**src/rtl/countdown_core.sv**
```systemverilog
// countdown_core: loadable seconds countdown timer with start/pause control,
// expiry flagging and a sequential subtract-based conversion of the remaining
// count into four display digits (tens-minutes, minutes, tens-seconds, seconds).
module countdown_core #(
  parameter int MAX_SECONDS = 3600,
  parameter int SEC_W       = 12
) (
  input  logic             clk,
  input  logic             reset_n,
  input  logic             load,
  input  logic [SEC_W-1:0] seconds_in,
  input  logic             start_stop,
  input  logic             clear,
  input  logic             tick,
  output logic [SEC_W-1:0] remaining,
  output logic [3:0]       tens_minutes,
  output logic [3:0]       minutes,
  output logic [3:0]       tens_seconds,
  output logic [3:0]       seconds,
  output logic             digits_valid,
  output logic             running,
  output logic             expired,
  output logic             alarm_pulse
);

  typedef enum logic [1:0] {
    ST_IDLE,
    ST_PAUSED,
    ST_RUNNING,
    ST_EXPIRED
  } state_t;

  // Converter phases; seconds digit is taken straight from the residue when
  // no further subtraction applies, so it needs no phase of its own.
  typedef enum logic [1:0] {
    CV_IDLE,
    CV_TENS_MIN,
    CV_MIN,
    CV_TENS_SEC
  } cv_t;

  localparam logic [SEC_W-1:0] MAX_V  = SEC_W'(MAX_SECONDS);
  localparam logic [SEC_W-1:0] K_600  = SEC_W'(600);
  localparam logic [SEC_W-1:0] K_60   = SEC_W'(60);
  localparam logic [SEC_W-1:0] K_10   = SEC_W'(10);
  localparam logic [SEC_W-1:0] K_ONE  = SEC_W'(1);

  // Clamp happens before storage so the datapath never holds more than MAX_V.
  function automatic logic [SEC_W-1:0] clamp_seconds(input logic [SEC_W-1:0] v);
    return (v > MAX_V) ? MAX_V : v;
  endfunction

  // Control state
  state_t           state_q,     state_d;
  logic [SEC_W-1:0] remaining_q, remaining_d;
  logic             expired_q,   expired_d;
  logic             alarm_q,     alarm_d;
  logic             running_q,   running_d;
  logic [SEC_W-1:0] load_val;

  // Converter state
  cv_t              cv_q,        cv_d;
  logic [SEC_W-1:0] w_q,         w_d;
  logic [3:0]       tm_cnt_q,    tm_cnt_d;
  logic [3:0]       m_cnt_q,     m_cnt_d;
  logic [3:0]       ts_cnt_q,    ts_cnt_d;
  logic [3:0]       tens_min_q,  tens_min_d;
  logic [3:0]       min_q,       min_d;
  logic [3:0]       tens_sec_q,  tens_sec_d;
  logic [3:0]       sec_q,       sec_d;
  logic             dv_q,        dv_d;
  logic             rem_change;
  logic             in_phase_a;
  logic             in_phase_ab;
  logic             cv_busy;

  // Control next-state: clear > load > start_stop > tick, one strobe per cycle.
  always_comb begin
    state_d     = state_q;
    remaining_d = remaining_q;
    expired_d   = expired_q;
    alarm_d     = 1'b0;
    load_val    = clamp_seconds(seconds_in);

    if (clear) begin
      state_d     = ST_IDLE;
      remaining_d = '0;
      expired_d   = 1'b0;
    end else if (load) begin
      // A load while running is swallowed: the timer has to be paused first.
      if (state_q != ST_RUNNING) begin
        remaining_d = load_val;
        state_d     = (load_val != '0) ? ST_PAUSED : ST_IDLE;
        expired_d   = 1'b0;
      end
    end else if (start_stop) begin
      case (state_q)
        ST_PAUSED:  state_d = ST_RUNNING;
        ST_RUNNING: state_d = ST_PAUSED;
        default:    state_d = state_q;
      endcase
    end else if (tick) begin
      if (state_q == ST_RUNNING) begin
        if (remaining_q == K_ONE) begin
          remaining_d = '0;
          state_d     = ST_EXPIRED;
          expired_d   = 1'b1;
          alarm_d     = 1'b1;
        end else if (remaining_q != '0) begin
          remaining_d = remaining_q - K_ONE;
        end
      end
    end

    running_d = (state_d == ST_RUNNING);
  end

  // Control registers.
  always_ff @(posedge clk or negedge reset_n) begin
    if (!reset_n) begin
      state_q     <= ST_IDLE;
      remaining_q <= '0;
      expired_q   <= 1'b0;
      alarm_q     <= 1'b0;
      running_q   <= 1'b0;
    end else begin
      state_q     <= state_d;
      remaining_q <= remaining_d;
      expired_q   <= expired_d;
      alarm_q     <= alarm_d;
      running_q   <= running_d;
    end
  end

  // Converter next-state: restart on any change of remaining, otherwise do one
  // subtraction per cycle, dropping to the next smaller weight without a
  // wasted cycle, and publish all four digits together when none applies.
  always_comb begin
    cv_d       = cv_q;
    w_d        = w_q;
    tm_cnt_d   = tm_cnt_q;
    m_cnt_d    = m_cnt_q;
    ts_cnt_d   = ts_cnt_q;
    tens_min_d = tens_min_q;
    min_d      = min_q;
    tens_sec_d = tens_sec_q;
    sec_d      = sec_q;
    dv_d       = dv_q;

    rem_change  = (remaining_d != remaining_q);
    in_phase_a  = (cv_q == CV_TENS_MIN);
    in_phase_ab = (cv_q == CV_TENS_MIN) || (cv_q == CV_MIN);
    cv_busy     = (cv_q != CV_IDLE);

    if (rem_change) begin
      // Starting from the value being stored this edge means any conversion
      // in flight is abandoned and its stale result can never be published.
      cv_d     = CV_TENS_MIN;
      w_d      = remaining_d;
      tm_cnt_d = '0;
      m_cnt_d  = '0;
      ts_cnt_d = '0;
      dv_d     = 1'b0;
    end else if (in_phase_a && (w_q >= K_600)) begin
      w_d      = w_q - K_600;
      tm_cnt_d = tm_cnt_q + 4'd1;
    end else if (in_phase_ab && (w_q >= K_60)) begin
      cv_d     = CV_MIN;
      w_d      = w_q - K_60;
      m_cnt_d  = m_cnt_q + 4'd1;
    end else if (cv_busy && (w_q >= K_10)) begin
      cv_d     = CV_TENS_SEC;
      w_d      = w_q - K_10;
      ts_cnt_d = ts_cnt_q + 4'd1;
    end else if (cv_busy) begin
      cv_d       = CV_IDLE;
      tens_min_d = tm_cnt_q;
      min_d      = m_cnt_q;
      tens_sec_d = ts_cnt_q;
      sec_d      = w_q[3:0];
      dv_d       = 1'b1;
    end
  end

  // Converter registers; reset shows 0:00 as a valid display of remaining=0.
  always_ff @(posedge clk or negedge reset_n) begin
    if (!reset_n) begin
      cv_q       <= CV_IDLE;
      w_q        <= '0;
      tm_cnt_q   <= '0;
      m_cnt_q    <= '0;
      ts_cnt_q   <= '0;
      tens_min_q <= '0;
      min_q      <= '0;
      tens_sec_q <= '0;
      sec_q      <= '0;
      dv_q       <= 1'b1;
    end else begin
      cv_q       <= cv_d;
      w_q        <= w_d;
      tm_cnt_q   <= tm_cnt_d;
      m_cnt_q    <= m_cnt_d;
      ts_cnt_q   <= ts_cnt_d;
      tens_min_q <= tens_min_d;
      min_q      <= min_d;
      tens_sec_q <= tens_sec_d;
      sec_q      <= sec_d;
      dv_q       <= dv_d;
    end
  end

  assign remaining    = remaining_q;
  assign tens_minutes = tens_min_q;
  assign minutes      = min_q;
  assign tens_seconds = tens_sec_q;
  assign seconds      = sec_q;
  assign digits_valid = dv_q;
  assign running      = running_q;
  assign expired      = expired_q;
  assign alarm_pulse  = alarm_q;

endmodule

```
**config.mk**
```make
export PLATFORM = sky130hd
export DESIGN_NAME = countdown_core
export DESIGN_NICKNAME = d
export VERILOG_FILES = /design/src/rtl/countdown_core.sv
export SDC_FILE = /design/constraint.sdc
export NUM_CORES = 1
export LEC_CHECK = 0
export CORE_MARGIN = 2
export CORE_UTILIZATION = 45
export DETAILED_ROUTE_END_ITERATION = 10
export PLACE_DENSITY = 0.64
export SYNTH_ARGS = -nofsm -noshare
export SYNTH_HDL_FRONTEND = slang
export SYNTH_SLANG_ARGS = --single-unit
```
**constraint.sdc**
```tcl
create_clock -name clk -period 6.6 [get_ports clk]
set_clock_uncertainty 0.05 [all_clocks]
set_input_delay 1.32 -clock clk [delete_from_list [all_inputs] [get_ports clk]]
set_output_delay 1.32 -clock clk [all_outputs]
set_load 0.01 [all_outputs]
```
==> flow_metrics.env <==
export IMPL_outcome="finished, final reports clean"
export IMPL_grt_ovfl_total=0
export IMPL_die_area_um2=9880
export IMPL_syn_avg_cell_area_um2=9.18
export IMPL_r2r_start="remaining[8]"
export IMPL_synth_top_flop_cell="dfrtp_1"
export IMPL_post_route_min_period_ns=5.24
export IMPL_initial_core_util_pct=46.7
export IMPL_drtIter0Drc=253
export IMPL_worst_slew_pin_slew_ns=1.14
export IMPL_clkTransAtPathRegs_ns=0.08
export IMPL_synthesis_nets=479
export IMPL_p_leak_nw=2.09
export IMPL_die_height_um=99.4
export IMPL_synth_seq_cells=60
export IMPL_rr_endpoint="cv_q[0]"
export IMPL_drc=0
export IMPL_insertion_delay_ns=0.33
export IMPL_critical_path_buf_inv_count=1
export IMPL_vias=3704
export IMPL_drive_gt1_share_pct=11.9
export IMPL_cap_viol_max_count=0
export IMPL_cts_max_level=3
export IMPL_ys_seq_area_share_pct=36.7
export IMPL_hold_buffers=0
export IMPL_setup_viol=0
export IMPL_hold_depth=1
export IMPL_synth_edf_count=0
export IMPL_finalMaxSlewViolations=0
export IMPL_min_to="minutes[2]"
export IMPL_place_hpwl_um=8460
export IMPL_ys_async_sr_fraction_pct=100
export IMPL_area_delta_synth_final_pct=17.8
export IMPL_cp_required_ns=6.77
export IMPL_start_kind="input pin"
export IMPL_ys_warn_count=0
export IMPL_final_common_cell="dfrtp_1"
export IMPL_critical_path_max_stage_delay_ns=0.66
export IMPL_grt_pass1_vias=3570
export IMPL_syn_area_um2=4100
export IMPL_cts_resized_gates=0
export IMPL_ir_drop_mv=0.127
export IMPL_cts_tree="done"
export IMPL_end_kind="flip-flop"
export IMPL_crit_family="simple AND/OR/NAND/NOR gates"
export IMPL_place_gp_congestion=1.01
export IMPL_path_depth=9
export IMPL_die_w_um=99.4
export IMPL_rows=34
export IMPL_path_cells="clkdlybuf4s50_1, or4_1, o21ai_0, a21oi_1, o211a_1, or4_1, or4b_4, or2_1, or3_1"
export IMPL_fin_util_pct=55.1
export IMPL_rrSetupSlack_ns=1.91
export IMPL_grt_pass1_wl_um=18800
export IMPL_routed_wl_um=11600
export IMPL_post_route_period_util_pct=79.4
export IMPL_hold_class="reg -> reg"
export IMPL_postSynthCellCount=446
export IMPL_power_density_nw_per_um2=244
export IMPL_grt_use_total_pct=24.2
export IMPL_most_common_layout_cells="dfrtp_1, clkdlybuf4s50_1, nor2_1, nand2_1, o21ai_0"
export IMPL_final_hold_viol_count=0
export IMPL_slew_headroom_pct=23.9
export IMPL_path_max_fanout=27
export IMPL_place_ws_ns=1.06
export IMPL_timing_final_ws_setup_ns=1.36
export IMPL_grt_max_degree=61
export IMPL_core_area_um2=8760
export IMPL_port_buffers=49
export IMPL_io_pins=50
export IMPL_reg2regPathDepth=8
export IMPL_cts_buffer_depth=2
export IMPL_cts_root_buffer="clkbuf_8"
export IMPL_post_drt_wl_per_cell_um=19.3
export IMPL_critPathSlowestCell="or4_1"
export IMPL_critical_path_class="in -> reg"
export IMPL_cts_sinks=60
export IMPL_finalPower_mw=1.18
export IMPL_post_drt_via_cell_ratio=6.14
export IMPL_crit_top_cell="or4_1"
export IMPL_cts_made_buffers=9
export IMPL_tns_ns=0
export IMPL_clock_fmax_mhz=191
export IMPL_rsz0062_at_grt="false"
export IMPL_antenna_left=0
export IMPL_antenna_found_initial=0
export IMPL_final_nets=523
export IMPL_antenna_cells=0
export IMPL_crit_arrival_ns=5.40
export IMPL_ys_types=70
export IMPL_firstDrtPassIters=5
export IMPL_filler_cell_count=821
export IMPL_hold_start="minutes[2]"
export IMPL_cts_setup_buffers=0
[metal layers]
metal  share of wire (%)  track usage (%)  vias to the layer above  wire (um)
li1                    -                -                     1731          -
met4                 1.4             5.58                        0        163
met2                  44             35.4                      157       5080
met5                   0                0                        -          0
met1                  48             36.4                     1805       5530
met3                 7.4             5.83                       11        856
[where the power goes]
group	leakage (nW)	total, mW	switching [mW]	internal, mW
logic	1.19	0.402	0.230	0.173
registers	0.810	0.436	0.0438	0.393
clock network	0.0918	0.338	0.163	0.176
total	2.09	1.18	0.436	0.741
[area by class of cell]
type	instances	area, um^2	area share [%]
clock inverters	7	75.1	1.56
clock buffers	9	124	2.57
flip-flops and latches	60	1500	31.1
inverters	19	71.3	1.48
repair buffers	55	531	11.0
multi-input cells	345	2390	49.5
well taps	108	135	2.80
[sequential cells by signal, summed over array words and instances (netlist names)]
register	flops
alarm_pulse	1
cv_q	2
digits_valid	1
expired	1
m_cnt_q	4
minutes	4
remaining	12
running	1
seconds	4
state_q	2
tens_minutes	4
tens_seconds	4
tm_cnt_q	4
ts_cnt_q	4
w_q	12
[cells by family after synthesis]
family	share of synthesized area [%]
compound gates	18.9
xor+xnor	4.06
fa+ha+maj	4.58
buf+inv	5.01
flops	36.7
mux	9.01
simple gates	21.7
[cell usage after synthesis (3+ instances only)]
cell | instances | area, um^2
dfrtp_1 | 59 | 1480
nor2_1 | 43 | 161
nand2_1 | 38 | 143
o21ai_0 | 32 | 160
a21oi_1 | 25 | 125
inv_1 | 19 | 71.3
ha_1 | 15 | 188
clkbuf_1 | 14 | 52.6
mux2_2 | 13 | 146
nor3_1 | 13 | 65.1
xor2_1 | 11 | 96.3
mux2_1 | 10 | 113
nand4_1 | 10 | 62.6
nand3_1 | 8 | 40.0
xnor2_1 | 8 | 70.1
a21o_1 | 6 | 45.0
nor4_1 | 6 | 37.5
buf_6 | 5 | 56.3
mux2i_1 | 5 | 50.1
nand2b_1 | 5 | 31.3
nor2b_1 | 5 | 31.3
o211ai_1 | 5 | 37.5
mux2_4 | 4 | 60.1
nor3b_1 | 4 | 30.0
or2_2 | 4 | 25.0
or3_1 | 4 | 25.0
a211o_1 | 3 | 26.3
a211oi_1 | 3 | 22.5
a32oi_1 | 3 | 26.3
and3_1 | 3 | 18.8
nand3b_1 | 3 | 22.5
nor4_2 | 3 | 37.5
o211a_1 | 3 | 30.0
or4_1 | 3 | 22.5
[how the worst max path moves through the flow]
stage | startpoint | endpoint | slack (ns)
after CTS | seconds_in[8] | cv_q[0] | 1.40
after global placement | seconds_in[8] | cv_q[0] | 1.10
after floorplan | seconds_in[8] | seconds[2] | 2.05
after global routing | seconds_in[8] | cv_q[0] | 1.16
after detailed placement | seconds_in[8] | cv_q[0] | 1.06
final | seconds_in[8] | cv_q[0] | 1.36
[worst reg2reg max path, stage by stage (launching register included)]
cell,delay [ns]
dfrtp_1,0.51
nor4_2,0.65
nand3_1,0.29
o31ai_2,0.69
a21oi_1,0.12
or4_1,0.48
or4b_4,0.59
or2_1,0.67
or3_1,0.54
[metrics by stage]
stage          hold slack, ns  cell area, um^2  std cells
2_1_floorplan           0.449             4100        446
3_3_place_gp            0.420             4630        587
3_5_place_dp            0.425             4630        587
4_1_cts                 0.443             4830        603
5_1_grt                 0.452             4830        603
6_report                0.436             4830        603
(Power assumes the default switching activity.)
